[config.mk]
export PLATFORM = sky130hd
export DESIGN_NAME = ssd_scan_ctrl
export DESIGN_NICKNAME = d
export VERILOG_FILES = /design/src/rtl/ssd_scan_ctrl.sv
export SDC_FILE = /design/constraint.sdc
export NUM_CORES = 1
export LEC_CHECK = 0
export CORE_MARGIN = 3
export CORE_UTILIZATION = 28
export CTS_BUF_LIST = sky130_fd_sc_hd__clkbuf_16
export DETAILED_ROUTE_END_ITERATION = 8
export GPL_ROUTABILITY_DRIVEN = 1
export PLACE_DENSITY = 0.48
export SYNTH_ARGS = -nofsm -noshare
export SYNTH_HDL_FRONTEND = slang
export SYNTH_SLANG_ARGS = --single-unit
[constraint.sdc]
create_clock -name clk -period 1.8 [get_ports clk]
set_clock_uncertainty 0.2 [all_clocks]
set_input_delay 0.36 -clock clk [delete_from_list [all_inputs] [get_ports clk]]
set_output_delay 0.36 -clock clk [all_outputs]
set_load 0.02 [all_outputs]
[src/rtl/ssd_scan_ctrl.sv]
// Time-multiplexed seven-segment scan controller.
// Loads are staged and swapped into the display register only at a frame boundary while scanning.
module ssd_scan_ctrl #(
  parameter int DIGITS   = 4,
  parameter int PRESCALE = 50000
) (
  input  logic                clk,
  input  logic                rst,
  input  logic                en,
  input  logic                lz_en,
  input  logic [4*DIGITS-1:0] value,
  input  logic                load,
  output logic                load_ack,
  output logic [3:0]          nibble,
  output logic [DIGITS-1:0]   anode,
  output logic                frame
);

  localparam int PW = (PRESCALE > 1) ? $clog2(PRESCALE) : 1;
  localparam int IW = (DIGITS > 1) ? $clog2(DIGITS) : 1;

  typedef enum logic {
    BLANK = 1'b0,
    SCAN  = 1'b1
  } state_t;

  state_t              state;
  logic [PW-1:0]       presc_q;
  logic [IW-1:0]       idx_q;
  logic [4*DIGITS-1:0] disp_q;
  logic [4*DIGITS-1:0] stage_q;
  logic                pending_q;

  logic                scanning;
  logic                tick;
  logic                last_digit;
  logic                frame_end;
  logic                xfer;
  logic [IW+1:0]       bit_pos;
  logic [3:0]          cur_nib;
  logic                upper_zero;
  logic                blank_digit;

  always_comb begin
    scanning    = (state == SCAN) && en;
    tick        = scanning && (presc_q == PW'(PRESCALE - 1));
    last_digit  = (idx_q == IW'(DIGITS - 1));
    frame_end   = tick && last_digit;
    // While blank nothing is visible, so a staged value may move over at once.
    xfer        = pending_q && ((state == BLANK) || frame_end);
    bit_pos     = {idx_q, 2'b00};
    cur_nib     = disp_q[bit_pos +: 4];
    upper_zero  = ((disp_q >> bit_pos) == '0);
    blank_digit = lz_en && (idx_q != '0) && upper_zero;
  end

  always_ff @(posedge clk) begin
    if (rst) begin
      state     <= BLANK;
      presc_q   <= '0;
      idx_q     <= '0;
      disp_q    <= '0;
      stage_q   <= '0;
      pending_q <= 1'b0;
      anode     <= '1;
      nibble    <= '0;
      load_ack  <= 1'b0;
      frame     <= 1'b0;
    end else begin
      state <= en ? SCAN : BLANK;

      if (scanning) begin
        presc_q <= tick ? '0 : presc_q + PW'(1);
        if (tick) begin
          idx_q <= last_digit ? '0 : idx_q + IW'(1);
        end
      end else begin
        presc_q <= '0;
        idx_q   <= '0;
      end

      frame    <= frame_end;
      load_ack <= xfer;

      if (xfer) begin
        disp_q <= stage_q;
      end

      // A load landing on the transfer cycle stays pending for the next frame.
      if (load) begin
        stage_q   <= value;
        pending_q <= 1'b1;
      end else if (xfer) begin
        pending_q <= 1'b0;
      end

      if (scanning && !blank_digit) begin
        anode  <= ~(DIGITS'(1) << idx_q);
        nibble <= cur_nib;
      end else begin
        anode  <= '1;
        nibble <= scanning ? cur_nib : 4'h0;
      end
    end
  end

endmodule

==> impl_metrics.toml <==
[outcome]
outcome = "complete, no violations"

[worst_setup_path]
crit_buf_inv = 1
ff2ff_setup_slack_ns = 0.05
r2r-end = "disp_q[2]"
ff2ff_path_depth = 6
critPathCaptureType = "primary output"
critPathArrivalTime_ns = 1.20
crit_fanout = 1
crit_chain = "clkdlybuf4s50_1"
start_kind = "register"
critPathTopFamily = "buffers and inverters"
max_stage_delay_ns = 0.59
worstPathRequired_ns = 1.24
r2r-start = "presc_q[1]"
worstSetupPathType = "reg2out"
slowest_stage = "clkdlybuf4s50_1"

[die]
core_area_um2 = 8980
die_area_um2 = 10700
num_io_pins = 31
die_w_um = 103
rows = 34
start_util = 0.296
dieHeight_um = 103

[clocking]
cts.sinks = 62
cts_buffers = 9
cts_hold_buf = 0
insertion_delay_ns = 0.32
cts_tree = "yes"
clockRootBuffer = "clkbuf_16"
h-tree-depth = 3
clkTransAtPathRegs_ns = 0.05
clockBufferDepth = 2

[cells_and_area]
nNetsFinal = 347
drive_gt1_frac = 0.147
areaGrowthSynthToFinish_pct = 36.5
utilization = 0.404
ff_latch_area_um2 = 1240
most-common-layout-cells = "dfxtp_1 (62), nor2_1 (36), mux2i_1 (34)"
stdcell_count = 452
final_area_um2 = 3620
diodes = 0
multi_input_area_um2 = 1360
final_common_cell = "dfxtp_1"
nFillCells = 895

[place]
numPortBuffers = 30
post-place-ws_ns = -0.330
dpl_cell_area_um2 = 3250
dpl.hpwl_um = 3900
placedCellCount = 435
gp_congestion = 0.775

[sta]
tns_ns = 0
clock.fmax_ghz = 0.567
slew_violations = 0
hold_viol = 0
setup_viol = 0
rsz0062_at_grt = "true"
max-slew-margin-rel = 0.797
setup_ws_ns = 0.0351
worst_pin_slew_ns = 0.296
fin_crit_sh = 0.981
period_needed_ns = 1.76

[grt]
met3_usage = 0.0409
use_met1 = 0.143
grt_pass1_wl_um = 8790
antenna_found_initial = 0
overflow = 0
grt_start_max_net_pins = 39
grtUsageTotal = 0.109
met2_usage = 0.157
grt_pass1_vias = 1836
busiest_layer = "met2"

[logic_synthesis]
ys.flop_type = "dfxtp_1"
synth_top_area_share = 0.467
avgSynthCellArea_um2 = 9.87
syn_inst = 269
netlist_area_um2 = 2660
synth_top_area_cell = "dfxtp_1"
ys_async_sr_fraction = 0
yosysSeqAreaShare = 0.467
synth_edf_count = 0
yosysWarnings = 0
synth_fp_nets = 295
yosys-top-cells-area = "dfxtp_1 (47%), mux2i_1 (13%), nand2b_1 (7.5%)"
synth.distinct_cells = 39
ys_ff_latch = 62

[power]
power.density_nw_per_um2 = 937
power_leakage_uw = 0.00147
max-vdd-ir-drop_v = 0.000635

[job]
drv_cap = 0

[worst_hold_path]
holdCritStartpoint = "stage_q[13]"
hold_depth = 2
holdPathEnd = "disp_q[13]"
hold_class = "reg2reg"

[detailed_routing]
drc = 0
wl_um = 5370
final_antenna_net_count = 0
drt_iter0_drc = 73
post_drt_wl_per_cell_um = 11.9
routed_via_density = 4.42
num_vias = 1998
dr.pass1.iters = 4
==> Yosys cell counts (2+ instances only) <==
cell type and instances:
a211oi_1 4, a21oi_1 2, and2_1 2, and3_1 4, buf_2 2, buf_6 2, clkbuf_1 8, dfxtp_1 62
ha_1 5, inv_1 9, mux2i_1 34, mux4_2 2, nand2_1 4, nand2b_1 32, nand3_1 6, nand4_1 5
nor2_1 36, nor2b_1 3, nor3_1 3, nor4_1 8, o211ai_1 3, o21a_1 3, or4_1 2, xnor2_1 10
xor2_1 4
==> layer usage <==
| layer | up-vias | routed length (µm) |
|---|---|---|
| li1 | 1037 | - |
| met1 | 914 | 2650 |
| met2 | 38 | 2380 |
| met3 | 9 | 228 |
| met4 | 0 | 108 |
| met5 | - | 0 |
==> worst max path at each step <==
stage,start,to,slack (ns),cells past startpoint
after floorplan,idx_q[0],anode[1],0.00009,6
after global placement,en,idx_q[0],-0.31,5
after detailed placement,en,idx_q[0],-0.33,5
after CTS,nibble[0],nibble[0],0.002,1
after global routing,presc_q[1],disp_q[6],-0.05,6
final,anode[0],anode[0],0.04,1
==> report_power, final <==
| part | internal (µW) | leakage [µW] | switching [µW] |
|---|---|---|---|
| sequential | 1410 | 0.000504 | 20.7 |
| combinational | 118 | 0.000808 | 80.7 |
| clock | 1190 | 0.000159 | 578 |
==> sequential cells by signal, summed over array words and instances (netlist names), 2 cells and up <==
register	count
nibble	4
idx_q	2
presc_q	16
anode	4
stage_q	16
disp_q	16
==> area by class of cell <==
class                           instances  area share
Clock inverter                          7      0.0224
Tap cell                              126      0.0435
Inverter                                9     0.00932
Timing Repair Buffer                   55       0.144
Clock buffer                            9      0.0621
Multi-Input combinational cell        184       0.376
Sequential cell                        62       0.342
==> per-stage QoR <==
stage          total power, µW  hold slack (ns)
6_report                  3400            0.271
5_1_grt                   3530            0.291
4_1_cts                   3460            0.275
3_5_place_dp              1660            0.267
3_3_place_gp              1660            0.263
2_1_floorplan             1570            0.230
==> cell families after synthesis <==
kind of cell             count (synthesis)  synth area share
adder cells (fa/ha/maj)                  5            0.0236
flip-flops                              62             0.467
AO/OA/AOI/OAI                           18            0.0504
buffers and inverters                   23            0.0396
AND/OR/NAND/NOR                        111             0.228
XOR/XNOR                                14            0.0462
multiplexers                            36             0.145
==> timing repair <==
action	CTS	global route
endpoints found under the setup margin	4	32
pin swaps	0	3
gates resized for setup	4	12
buffers inserted	0	1
No activity file was read; power rests on OpenSTA's default activity.
